--- config.mk ---
export PLATFORM = sky130hd
export DESIGN_NAME = control_unit
export DESIGN_NICKNAME = d
export VERILOG_FILES = /design/src/rtl/cu_pkg.sv /design/src/rtl/cu_decode.sv /design/src/rtl/control_unit.sv
export SDC_FILE = /design/constraint.sdc
export NUM_CORES = 1
export LEC_CHECK = 0
export BUFFER_PORTS_ARGS = -buffer_cell sky130_fd_sc_hd__buf_2
export CAP_MARGIN = 20
export CORE_MARGIN = 2
export CORE_UTILIZATION = 40
export CTS_BUF_LIST = sky130_fd_sc_hd__clkbuf_8
export CTS_CLUSTER_DIAMETER = 40
export DETAILED_ROUTE_END_ITERATION = 8
export MAX_ROUTING_LAYER = met4
export PLACE_DENSITY = 0.76
export SETUP_SLACK_MARGIN = 0.15
export SYNTH_ARGS = -nofsm -noshare
export SYNTH_HDL_FRONTEND = slang
export SYNTH_SLANG_ARGS = --single-unit
--- constraint.sdc ---
create_clock -name clk -period 1.8 [get_ports clk]
set_input_delay 0.18 -clock clk [delete_from_list [all_inputs] [get_ports clk]]
set_output_delay 0.18 -clock clk [all_outputs]
set_load 0.05 [all_outputs]
--- src/rtl/cu_pkg.sv ---
// cu_pkg: shared types and constants for the multicycle control unit.
//   state_t  : FSM state encoding (also exported on the debug port "state")
//   iclass_t : decoded instruction class produced by cu_decode
//   ctrl_t   : packed bundle of every single-bit control strobe/select
//   OP_*, FN_*, ALU_ADD, REL_* : instruction field encodings
package cu_pkg;

  typedef enum logic [2:0] {
    S_RST, S_IF, S_ID, S_EX, S_MEM, S_EX2, S_WB, S_HALT
  } state_t;

  typedef enum logic [2:0] {
    C_ALU, C_LD, C_ST, C_BR, C_CALL, C_RET, C_HALT, C_ILL
  } iclass_t;

  localparam logic [2:0] OP_RALU    = 3'b000;
  localparam logic [2:0] OP_IALU    = 3'b001;
  localparam logic [2:0] OP_LDST    = 3'b010;
  localparam logic [2:0] OP_BR      = 3'b011;
  localparam logic [2:0] OP_CALLRET = 3'b100;
  localparam logic [2:0] OP_HALT    = 3'b111;

  localparam logic [4:0] FN_LD   = 5'd0;
  localparam logic [4:0] FN_ST   = 5'd1;
  localparam logic [4:0] FN_CALL = 5'd0;
  localparam logic [4:0] FN_RET  = 5'd1;

  localparam logic [3:0] ALU_ADD = 4'b0000;

  localparam logic [1:0] REL_ZERO   = 2'b00;
  localparam logic [1:0] REL_GT     = 2'b01;
  localparam logic [1:0] REL_LT     = 2'b10;
  localparam logic [1:0] REL_ALWAYS = 2'b11;

  typedef struct packed {
    logic loadPC;
    logic loadNPC;
    logic readIM;
    logic loadIR;
    logic readRegPort1;
    logic readRegPort2;
    logic loadA;
    logic loadB;
    logic loadIMM;
    logic loadIMM1;
    logic muxALU1;
    logic muxALU2;
    logic loadALUout;
    logic muxPC;
    logic readDM;
    logic writeDM;
    logic loadLMD;
    logic muxWB;
    logic writeReg;
    logic muxIMM;
    logic muxDM;
    logic muxRET;
  } ctrl_t;

endpackage

--- src/rtl/cu_decode.sv ---
// cu_decode: combinational instruction decoder.
//   IR       in  32  instruction register
//   iclass   out     instruction class (C_ILL for any undecoded opcode/funct)
//   illegal  out  1  high when iclass is C_ILL
//   imm_op   out  1  immediate-operand ALU instruction (selects IMM on ALU port 2)
//   alu_func out  4  ALU function field fn[4:1]
//   rel      out  2  branch condition field fn[1:0]
module cu_decode
  import cu_pkg::*;
(
  input  logic [31:0] IR,
  output iclass_t     iclass,
  output logic        illegal,
  output logic        imm_op,
  output logic [3:0]  alu_func,
  output logic [1:0]  rel
);

  logic [2:0] op;
  logic [4:0] fn;
  logic       unused_ir;

  assign op        = IR[31:29];
  assign fn        = IR[4:0];
  assign unused_ir = ^IR[28:5];

  always_comb begin
    iclass = C_ILL;
    case (op)
      OP_RALU, OP_IALU: iclass = C_ALU;
      OP_LDST: begin
        if (fn == FN_LD)      iclass = C_LD;
        else if (fn == FN_ST) iclass = C_ST;
      end
      OP_BR:   iclass = C_BR;
      OP_CALLRET: begin
        if (fn == FN_CALL)     iclass = C_CALL;
        else if (fn == FN_RET) iclass = C_RET;
      end
      OP_HALT: iclass = C_HALT;
      default: iclass = C_ILL;
    endcase
  end

  assign illegal  = (iclass == C_ILL);
  assign imm_op   = (op == OP_IALU);
  assign alu_func = fn[4:1];
  assign rel      = fn[1:0];

endmodule

--- src/rtl/control_unit.sv ---
// control_unit: multicycle control FSM for the processor datapath.
//   clk, rst     : clock, synchronous active-high reset
//   IR           : instruction register from the datapath
//   mem_ready    : data-memory ready, present only when CU_MEM_WAIT_EN is defined
//   load*/read*/write*/mux* : datapath strobes and selects (registered)
//   ALUfunc      : ALU operation, muxREL : branch condition select
//   HALT         : high while halted, illegal : one-cycle pulse in EX on bad opcode
//   state        : current FSM state (debug)
// Configuration macro: CU_MEM_WAIT_EN adds mem_ready and lets S_MEM stretch.
// All outputs are registered: the output values for a state are computed from
// the next state (and the decoded IR) and loaded on the same edge as the state.
module control_unit
  import cu_pkg::*;
#(
  parameter int ALUF_W   = 4,
  parameter int RST_IDLE = 1
)(
  input  logic              clk,
  input  logic              rst,
  input  logic [31:0]       IR,
`ifdef CU_MEM_WAIT_EN
  input  logic              mem_ready,
`endif
  output logic              loadPC, loadNPC, readIM, loadIR,
  output logic              readRegPort1, readRegPort2, loadA, loadB, loadIMM, loadIMM1,
  output logic              muxALU1, muxALU2, loadALUout, muxPC, readDM, writeDM,
  output logic              loadLMD, muxWB, writeReg, muxIMM, muxDM, muxRET,
  output logic [ALUF_W-1:0] ALUfunc,
  output logic [1:0]        muxREL,
  output logic              HALT,
  output logic              illegal,
  output state_t            state
);

  iclass_t            iclass;
  logic               dec_illegal, imm_op, mem_go;
  logic [3:0]         dec_alu;
  logic [1:0]         dec_rel;
  logic [7:0]         idle_cnt;
  state_t             nxt_state;
  ctrl_t              ctrl_q, nxt_ctrl;
  logic [ALUF_W-1:0]  nxt_alu;
  logic [1:0]         nxt_rel;
  logic               nxt_halt, nxt_illegal;

`ifdef CU_MEM_WAIT_EN
  assign mem_go = mem_ready;
`else
  assign mem_go = 1'b1;
`endif

  cu_decode u_decode (
    .IR       (IR),
    .iclass   (iclass),
    .illegal  (dec_illegal),
    .imm_op   (imm_op),
    .alu_func (dec_alu),
    .rel      (dec_rel)
  );

  always_comb begin
    nxt_state   = state;
    nxt_ctrl    = '0;
    nxt_alu     = '0;
    nxt_rel     = '0;
    nxt_halt    = 1'b0;
    nxt_illegal = 1'b0;

    case (state)
      S_RST:  if (idle_cnt >= 8'(RST_IDLE - 1)) nxt_state = S_IF;
      S_IF:   nxt_state = S_ID;
      S_ID:   nxt_state = (iclass == C_HALT) ? S_HALT : S_EX;
      S_EX:   nxt_state = (iclass == C_ALU || iclass == C_BR || iclass == C_ILL) ? S_WB : S_MEM;
      S_MEM:  if (mem_go) nxt_state = (iclass == C_CALL) ? S_EX2 : S_WB;
      S_EX2:  nxt_state = S_WB;
      S_WB:   nxt_state = S_IF;
      S_HALT: nxt_state = S_HALT;
      default: nxt_state = S_RST;
    endcase

    // Outputs belonging to the state being entered.
    case (nxt_state)
      S_IF: begin
        nxt_ctrl.readIM  = 1'b1;
        nxt_ctrl.loadIR  = 1'b1;
        nxt_ctrl.loadNPC = 1'b1;
      end
      S_ID: begin
        nxt_ctrl.readRegPort1 = 1'b1;
        nxt_ctrl.readRegPort2 = 1'b1;
        nxt_ctrl.loadA        = 1'b1;
        nxt_ctrl.loadB        = 1'b1;
        nxt_ctrl.loadIMM      = 1'b1;
        nxt_ctrl.loadIMM1     = 1'b1;
      end
      S_EX: begin
        nxt_ctrl.loadALUout = 1'b1;
        nxt_illegal         = dec_illegal;
        case (iclass)
          C_ALU: begin
            nxt_alu          = ALUF_W'(dec_alu);
            nxt_ctrl.muxALU2 = imm_op;
          end
          C_LD, C_ST, C_CALL, C_RET: begin
            nxt_alu          = ALUF_W'(ALU_ADD);
            nxt_ctrl.muxALU2 = 1'b1;
          end
          C_BR: begin
            nxt_alu          = ALUF_W'(ALU_ADD);
            nxt_ctrl.muxALU1 = 1'b1;
            nxt_ctrl.muxALU2 = 1'b1;
            nxt_ctrl.muxIMM  = (dec_rel == REL_ALWAYS);
          end
          default: ;
        endcase
      end
      S_MEM: begin
        case (iclass)
          C_LD, C_RET: begin
            nxt_ctrl.readDM  = 1'b1;
            nxt_ctrl.loadLMD = 1'b1;
          end
          C_ST: nxt_ctrl.writeDM = 1'b1;
          C_CALL: begin
            // Push the return address (NPC) onto the stack.
            nxt_ctrl.writeDM = 1'b1;
            nxt_ctrl.muxDM   = 1'b1;
          end
          default: ;
        endcase
      end
      S_EX2: begin
        // Second ALU pass for CALL computes the jump target.
        nxt_alu             = ALUF_W'(ALU_ADD);
        nxt_ctrl.muxALU1    = 1'b1;
        nxt_ctrl.muxALU2    = 1'b1;
        nxt_ctrl.muxIMM     = 1'b1;
        nxt_ctrl.loadALUout = 1'b1;
      end
      S_WB: begin
        nxt_ctrl.loadPC = 1'b1;
        case (iclass)
          C_ALU: begin
            nxt_ctrl.writeReg = 1'b1;
            nxt_ctrl.muxWB    = 1'b1;
          end
          C_LD: nxt_ctrl.writeReg = 1'b1;
          C_BR: begin
            nxt_ctrl.muxPC = 1'b1;
            nxt_rel        = dec_rel;
          end
          C_CALL: begin
            nxt_ctrl.muxPC = 1'b1;
            nxt_rel        = REL_ALWAYS;
          end
          C_RET: nxt_ctrl.muxRET = 1'b1;
          default: ;  // ST and illegal: PC <- NPC only
        endcase
      end
      S_HALT: nxt_halt = 1'b1;
      default: ;
    endcase
  end

  always_ff @(posedge clk) begin
    if (rst) begin
      state    <= S_RST;
      idle_cnt <= '0;
      ctrl_q   <= '0;
      ALUfunc  <= '0;
      muxREL   <= '0;
      HALT     <= 1'b0;
      illegal  <= 1'b0;
    end else begin
      state <= nxt_state;
      if (state == S_RST && nxt_state == S_RST) idle_cnt <= idle_cnt + 8'd1;
      ctrl_q  <= nxt_ctrl;
      ALUfunc <= nxt_alu;
      muxREL  <= nxt_rel;
      HALT    <= nxt_halt;
      illegal <= nxt_illegal;
    end
  end

  assign loadPC       = ctrl_q.loadPC;
  assign loadNPC      = ctrl_q.loadNPC;
  assign readIM       = ctrl_q.readIM;
  assign loadIR       = ctrl_q.loadIR;
  assign readRegPort1 = ctrl_q.readRegPort1;
  assign readRegPort2 = ctrl_q.readRegPort2;
  assign loadA        = ctrl_q.loadA;
  assign loadB        = ctrl_q.loadB;
  assign loadIMM      = ctrl_q.loadIMM;
  assign loadIMM1     = ctrl_q.loadIMM1;
  assign muxALU1      = ctrl_q.muxALU1;
  assign muxALU2      = ctrl_q.muxALU2;
  assign loadALUout   = ctrl_q.loadALUout;
  assign muxPC        = ctrl_q.muxPC;
  assign readDM       = ctrl_q.readDM;
  assign writeDM      = ctrl_q.writeDM;
  assign loadLMD      = ctrl_q.loadLMD;
  assign muxWB        = ctrl_q.muxWB;
  assign writeReg     = ctrl_q.writeReg;
  assign muxIMM       = ctrl_q.muxIMM;
  assign muxDM        = ctrl_q.muxDM;
  assign muxRET       = ctrl_q.muxRET;

endmodule

Word-level counts from Yosys, hierarchy flattened
Index checks and enable logic that the tools add are counted.

cells by class
  add/sub/neg operators = 1
  bitwise gates (word level) = 4
  reductions and logical operators = 18
  eq/ne operators = 28
  mux-type cells = 27
  order comparisons = 1

operator list
  operator                                                                              count
  3-bit == test (second input constant)                                                 14
  3-bit by 2-bit == test with 1-bit output (second input constant)                      8
  3-bit one-hot mux with 8 select lines                                                 1
  3-bit two-way mux                                                                     6
  2-bit OR reduction                                                                    8
  3-bit one-hot mux with 5 select lines                                                 1
  3-bit by 1-bit == test with 1-bit output (second input constant)                      4
  3-bit zero test                                                                       4
  1-bit two-way mux                                                                     11
  8-bit by 1-bit adder with 8-bit output (second input constant)                        1
  8-bit by 1-bit greater-or-equal comparator with 1-bit output (second input constant)  1
  2-bit two-way mux                                                                     3
  6-bit two-way mux                                                                     1
  3-bit one-hot mux with 2 select lines                                                 1
  5-bit by 1-bit == test with 1-bit output (second input constant)                      1
  5-bit zero test                                                                       1
  5-bit OR reduction                                                                    1
  1-bit inverter                                                                        4
  1-bit one-hot mux with 2 select lines                                                 2
  2-bit one-hot mux with 2 select lines                                                 1
  3-bit OR reduction                                                                    1
  2-bit == test (second input constant)                                                 1
  1-bit logical OR                                                                      2
  1-bit logical AND                                                                     1

storage, ports and cells
  output and inout port bits = 33
  bits in registers = 40

Logic depth before layout (Yosys ltp)
Gate-level depths: netlist of run 1.

  word-level depth = 12
  mapped depth = 5
  depth with buffers taken out = 4

Cells and area by module
Synthesis of run 1 repeated with hierarchy kept, for this count alone.

second synthesis, totals
  cell total of the unflattened synthesis = 126
  area, all modules = 1189.9 sq um

modules (own cells, without submodules)
  module        area an instance (sq um)  cells an instance  instances  sequential area each (sq um)
  control_unit  1047.3                    105                1          500.5
  cu_decode     142.6                     21                 1          0.0

Worst setup path after synthesis of run 1
No wires, ideal clock.

  kind = flip-flop to flip-flop
  start point = register state[2]
  end point = register ctrl_q, in the netlist writeReg
  path slack = 0.001 ns
  stages on the path, launching flop included = 6
  arrival = 1.687 ns
  path through = dfxtp_1 clkbuf_1 nand2b_1 a31oi_1 o21bai_1 a2111oi_1

on the way
  word-level cells in the longest chain between the ends = 5

RTL lines
  item                                         RTL line             text
  start, declared                              control_unit.sv:32   output state_t state
  start signal, assigned                       control_unit.sv:175  state <= nxt_state;
  3-bit == test, or another cell as far along  control_unit.sv:69   case (state)
  3-bit one-hot mux with 8 select lines *      control_unit.sv:69
  3-bit == test *                              control_unit.sv:82   case (nxt_state)
  1-bit inverter (no line) *                   -
  2-bit OR reduction (no line) *               -
  end signal, assigned                         control_unit.sv:177  ctrl_q <= nxt_ctrl;
  end, declared                                control_unit.sv:41   ctrl_t ctrl_q, nxt_ctrl;

Mark *: on every way between the ends. The rest lies on a longest branch, timed or not.
A chain may end at the register's enable or synchronous reset.

Final worst setup path of run 1
  start point = input port IR[4]
  end point = register muxREL[0]

on the way
  word-level cells in the longest chain between the ends = 12

RTL lines
  item                                                                         RTL line                                 text
  start, declared                                                              control_unit.sv:20                       input logic [31:0] IR,
  5-bit by 1-bit == test with 1-bit output                                     cu_decode.sv:33, cu_decode.sv:38
  3-bit two-way mux or 2-bit two-way mux (tied branches)                       cu_decode.sv:33, cu_decode.sv:38
  3-bit two-way mux (on tied branches)                                         cu_decode.sv:32, cu_decode.sv:37
  3-bit one-hot mux with 5 select lines *                                      cu_decode.sv:29                          case (op)
  3-bit by 2-bit == test with 1-bit output or 3-bit zero test (tied branches)  control_unit.sv:73, control_unit.sv:142
  1-bit logical OR (2 in series)                                               control_unit.sv:73                       S_EX: nxt_state = (iclass == C_ALU || iclass == C_BR || iclass == C_ILL) ? S_WB : S_MEM;
  2-bit two-way mux                                                            control_unit.sv:73
  3-bit one-hot mux with 8 select lines                                        control_unit.sv:69
  3-bit == test                                                                control_unit.sv:82
  1-bit inverter (no line)                                                     -
  2-bit OR reduction (no line)                                                 -
  end signal, assigned                                                         control_unit.sv:179                      muxREL <= nxt_rel;
  end, declared                                                                control_unit.sv:29                       output logic [1:0] muxREL,

Marks and branches as above.

==> qor.csv, run 1 <==
metric,value,unit
status,"finished, final reports clean",
register area share after synthesis,46.7,%
final hold violations,0,
core area,2500,µm²
Initial Utilization,42.9,%
Worst setup EP type,flip-flop,
worst-path maximum fanout,8,
max reg flops,4,
actual slew at the worst max-slew pin,500,ps
clock-pin transition on the worst setup and hold timing paths,70,ps
clk root buf,clkbuf_8,
CTS Buffer Depth,2,
Reg with most FFs,ALUfunc,
Min Hold Slack,165,ps
Vias,924,
GRT Residual Overflow,0,
pwr/cell area,889,nW/µm²
crit share post-route,89.1,%
Post-synth top cells,"dfxtp_1 (25), buf_4 (9), nor2_1 (9)",
Logic pwr share,23.2,%
Startpoint Class,primary input,
"count leader, synth",dfxtp_1,
I/O Pins,67,
final instance area,1330,µm²
RSZ-0062 raised after global routing,false,
R2R setup slack,260,ps
fin nets,183,
Vias/cell,5.19,
cells after synthesis,110,
Fmax,0.624,GHz
drt total wl,2120,µm
Max Cap Violations,0,
TritonRoute pass-1 iters,4,
number of global-route vias before repair,834,
Hold Buf Count CTS,0,
drt wl/cell,11.9,µm
clk_lat worst skew,260,ps
leakage,0.633,nW
CTS tree,done,
top cell type by total area after synthesis,dfxtp_1,
"Core Util, Final",53.3,%
area of the mapped netlist,1070,µm²
dpl cell area,1280,µm²
Total Routing Usage GR,14.2,%
die width,55.8,µm
switching share of power,32.5,%
n_diodes,0,
Synth cell types,39,
TritonCTS Buffers,3,
worst path arrival time,1730,ps
final setup TNS,0,ps
gpl congestion,0.885,
"Worst Path Class, Setup",primary input to flip-flop,
Flop pwr share,50.4,%
largest net degree at the start of global routing,14,
initial antenna violation count,0,
Layout area overhead,24.2,%
CTS H-tree lvls,1,
synthesized flop and latch total,25,
starting DRC count in detailed routing,15,
clock share of power,26.4,%
Synth async-reset ratio,0,%
top_reg_cell synth,dfxtp_1,
Worst Path Required,1920,ps
post-route ant nets,0,
CTS Sinks,25,
area fraction of the dominant cell type after synthesis,46.7,%
layout cells sized above 1,41.9,%
Layout Skew,5.63,ps
Relative slew margins,66.6,%
Sw Pwr,0.385,mW
Tightest Hold Check Type,primary input to flip-flop,
Die ar.,3110,µm²
Post-synth EDFFs,0,
ranking of synthesized cells by area,"dfxtp_1 (47%), buf_4 (6.3%), nor2_1 (3.2%), nor3_1 (2.8%), nor4b_2 (2.8%)",
# rows,18,
minimum clock period,1600,ps
syn_nets,144,
Max VDD drop,0.511,mV
drc violations,0,
# Post-CTS Setup Buffers,0,
Ys Warns,0,
die height,55.8,µm
Largest regs,"ALUfunc x4, state x3, muxREL x2",
# setup viols final,0,
Pint,0.799,mW
max-slew violations,0,
Final HPWL DP,1610,µm
syn avg cell area,9.75,µm²
port bufs,42,
first-pass GRT wire length,3470,µm
power groups by stage:
stage	logic [mW]	clock network (mW)	registers, mW
2_1_floorplan	0.158	0	0.675
3_3_place_gp	0.271	0	0.609
3_5_place_dp	0.274	0	0.610
4_1_cts	0.275	0.316	0.597
5_1_grt	0.292	0.336	0.602
6_report	0.275	0.312	0.597
metrics by stage:
step	power (mW)	cells	setup slack, ps
after floorplan	0.833	110	154
after global placement	0.880	174	38.2
after detailed placement	0.884	174	-27.2
after CTS	1.19	178	248
after global routing	1.23	178	155
final	1.18	178	196
kinds of logic after synthesis:
logic type	synth area share (%)
buffers and inverters	8.75
and+or+nand+nor	28.6
DFF	46.7
AOI/OAI and AO/OA	14.1
muxes	1.87
per-layer routing:
layer  GRT usage (%)  wire length (µm)
met1            16.3               934
met2            23.0               991
met3            3.95               166
met4            6.27                23
met5               -                 0
cells in the final DEF (no fill, tap or decap), drive strengths merged, types with 2 or more instances in the layout:
master | synthesis | final
nand3 | 2 | 2
a21oi | 5 | 5
clkbuf | 4 | 3
dfxtp | 25 | 25
nor3b | 2 | 2
nand2 | 6 | 6
nor4 | 3 | 3
and2 | 4 | 4
mux2i | 2 | 2
buf | 10 | 48
nor2b | 4 | 4
nor4b | 3 | 3
inv | 2 | 3
nor2 | 9 | 9
or4 | 2 | 2
nor3 | 6 | 6
a211oi | 3 | 3
o21ai | 2 | 2
path summary, 6_finish.rpt:
kind	from	to	cells past startpoint
worst min-delay path	IR[3]	ALUfunc[2]	2
worst max-delay path	IR[4]	muxREL[0]	6
worst max register to register	state[1]	muxREL[0]	5
worst min register to register	state[1]	readRegPort1	1
critical path: stages:
cell and delay [ps]:
buf_2 110, or4_4 560, nor3b_2 230, o311a_1 410, buf_4 190, a211oi_1 40
layout make-up:
type | instances | area [µm²]
inverter | 2 | 7.51
fill | 221 | 1170
timing repair buffer | 48 | 255
clock buffer | 3 | 41.3
clock inverter | 1 | 3.75
tap | 30 | 37.5
sequential | 25 | 503
multi-input combinational | 69 | 483
what timing repair did:
item / in CTS / in global routing
endpoints found under the setup margin: 0 / 1
hold endpoints to repair: 0 / 0
gates resized for setup: 0 / 1
Power figures use the tool's default switching activity.
==> run 2, diff against run 1 <==
CORE_MARGIN = 1.5   (was 2)
==> qor.csv, run 2 (synthesis results as in run 1) <==
metric,value,unit,change
clk_lat worst skew,270,ps,was 260 ps
drc violations,0,,unchanged
Die ar.,3000,µm²,was 3110 µm²
die height,54.8,µm,was 55.8 µm
dpl cells,174,,unchanged
Fmax,0.645,GHz,was 0.624 GHz
drt total wl,2260,µm,was 2120 µm
largest stage delay on the critical path,560,ps,about the same
wl on met1,983,µm,was 934 µm
Worst Path Required,1930,ps,was 1920 ps
post-route ant nets,0,,unchanged
Logic pwr share,23.2,%,about the same
TritonCTS Buffers,3,,unchanged
Hold Startpoint,IR[4],,was IR[3]
Relative slew margins,68.3,%,was 66.6%
largest delay contributor family on the critical path,simple AND/OR/NAND/NOR gates,,unchanged
max reg flops,4,,unchanged
starting DRC count in detailed routing,16,,was 15
first-pass GRT wire length,3560,µm,was 3470 µm
# Post-CTS Setup Buffers,0,,unchanged
Startpoint Class,primary input,,unchanged
TritonRoute pass-1 iters,4,,unchanged
Buf/Inv on CP,2,,unchanged
DR WL met3,129,µm,was 166 µm
clock share of power,26.8,%,was 26.4%
switching share of power,33.2,%,was 32.5%
Vias/cell,5.22,,was 5.19
DR top layer,met4,,unchanged
largest net degree at the start of global routing,14,,unchanged
Reg with most FFs,ALUfunc,,unchanged
leakage,0.635,nW,was 0.633 nW
most frequent cells in the layout,"buf_2 (42), dfxtp_1 (23), nor2_1 (9)",,unchanged
CTS Buffer Depth,2,,unchanged
status,"finished, final reports clean",,unchanged
CP max-delay cell,or4_4,,unchanged
Vias,929,,was 924
Pint,0.800,mW,was 0.799 mW
core area,2500,µm²,unchanged
# setup viols final,0,,unchanged
Initial Utilization,42.9,%,unchanged
Max VDD drop,0.690,mV,was 0.511 mV
CTS H-tree lvls,1,,unchanged
GRT Residual Overflow,0,,unchanged
crit share post-route,86.2,%,was 89.1%
Sw Pwr,0.397,mW,was 0.385 mW
worst hold endpoint,ALUfunc[3],,was ALUfunc[2]
clock-pin transition on the worst setup and hold timing paths,80,ps,was 70 ps
pwr/cell area,895,nW/µm²,was 889 nW/µm²
initial antenna violation count,0,,unchanged
CP Cell Sequence,"buf_2, or4_4, nor4b_2, o311a_1, buf_4, a211oi_1",,"was buf_2, or4_4, nor3b_2, o311a_1, buf_4, a211oi_1"
gpl congestion,0.884,,was 0.885
Largest regs,"ALUfunc x4, state x3, muxREL x2",,unchanged
Total Routing Usage GR,17.0,%,was 14.2%
DR WL met2,1100,µm,was 991 µm
R2R setup slack,280,ps,was 260 ps
number of global-route vias before repair,845,,was 834
Tightest Hold Check Type,primary input to flip-flop,,unchanged
CTS Sinks,25,,unchanged
Layout area overhead,24.6,%,was 24.2%
area of the multi-input gates,488,µm²,was 483 µm²
final hold violations,0,,unchanged
"Worst Path Class, Setup",primary input to flip-flop,,unchanged
Worst setup EP type,flip-flop,,unchanged
die width,54.8,µm,was 55.8 µm
Flop pwr share,49.9,%,was 50.4%
# rows,18,,unchanged
port bufs,42,,unchanged
layout cells sized above 1,42.6,%,was 41.9%
Min Hold Slack,164,ps,was 165 ps
fillers,231,,was 221
clk root buf,clkbuf_8,,unchanged
n_diodes,0,,unchanged
final worst setup slack,249,ps,was 196 ps
Final HPWL DP,1690,µm,was 1610 µm
worst r2r dst,muxREL[0],,unchanged
minimum clock period,1550,ps,was 1600 ps
r2r startpoint,state[1],,unchanged
pre-CTS setup slack,-3.17,ps,was -27.2 ps
worst path arrival time,1680,ps,was 1730 ps
Max Cap Violations,0,,unchanged
"most common cell after layout, fill and taps aside",buf_2,,unchanged
worst-path maximum fanout,8,,unchanged
CTS tree,done,,unchanged
max-slew violations,0,,unchanged
hold depth,2,,unchanged
FF/Latch Area,503,µm²,unchanged
Non-Filler Instances,178,,unchanged
RSZ-0062 raised after global routing,false,,unchanged
actual slew at the worst max-slew pin,475,ps,was 500 ps
drt wl/cell,12.7,µm,was 11.9 µm
Tot Pwr,1.20,mW,was 1.18 mW
I/O Pins,67,,unchanged
FF-to-FF path depth,5,,unchanged
Layout Skew,3.95,ps,was 5.63 ps
fin nets,183,,unchanged
==> run 2: how the worst max path moves through the flow <==
stage,from,end,cells after the start
after detailed placement,IR[4],muxREL[0],6
after global routing,state[1],writeReg,4
after floorplan,state[0],writeReg,4
after CTS,state[1],writeReg,4
final,IR[4],muxREL[0],6
after global placement,IR[4],muxREL[0],6
==> run 2: power groups by stage <==
stage	logic, mW	registers, mW	clock network, mW
after global placement	0.271	0.609	0
after floorplan	0.158	0.675	0
final	0.278	0.598	0.321
after CTS	0.276	0.598	0.325
after detailed placement	0.275	0.610	0
after global routing	0.298	0.603	0.337
==> run 2: timing repair <==
item,in CTS,in global routing
gates resized for setup,0,2
setup endpoints to repair,0,5
endpoints found under the hold margin,0,0
hold buffers,0,0
==> run 2: per-layer routing <==
layer	track usage [%]	vias to the layer above
met5	-	-
met4	10.0	0
met3	2.46	5
met2	28.2	33
met1	19.4	431
li1	-	460
==> run 2: final cells by class <==
cell class	count	area share, %
clock buffer	3	3.09
clock inverter	1	0.281
inverter	2	0.562
multi-input combinational	69	36.5
sequential	25	37.6
tap	30	2.81
timing repair buffer	48	19.1
==> run 2: metrics by stage <==
stage / cell area, µm² / TNS, ps / utilization [%]
3_5_place_dp: 1280 / -3.17 / 51.3
4_1_cts: 1330 / 0 / 53.1
5_1_grt: 1340 / 0 / 53.5
2_1_floorplan: 1070 / 0 / -
6_report: 1340 / 0 / 53.5
3_3_place_gp: 1280 / 0 / 51.3
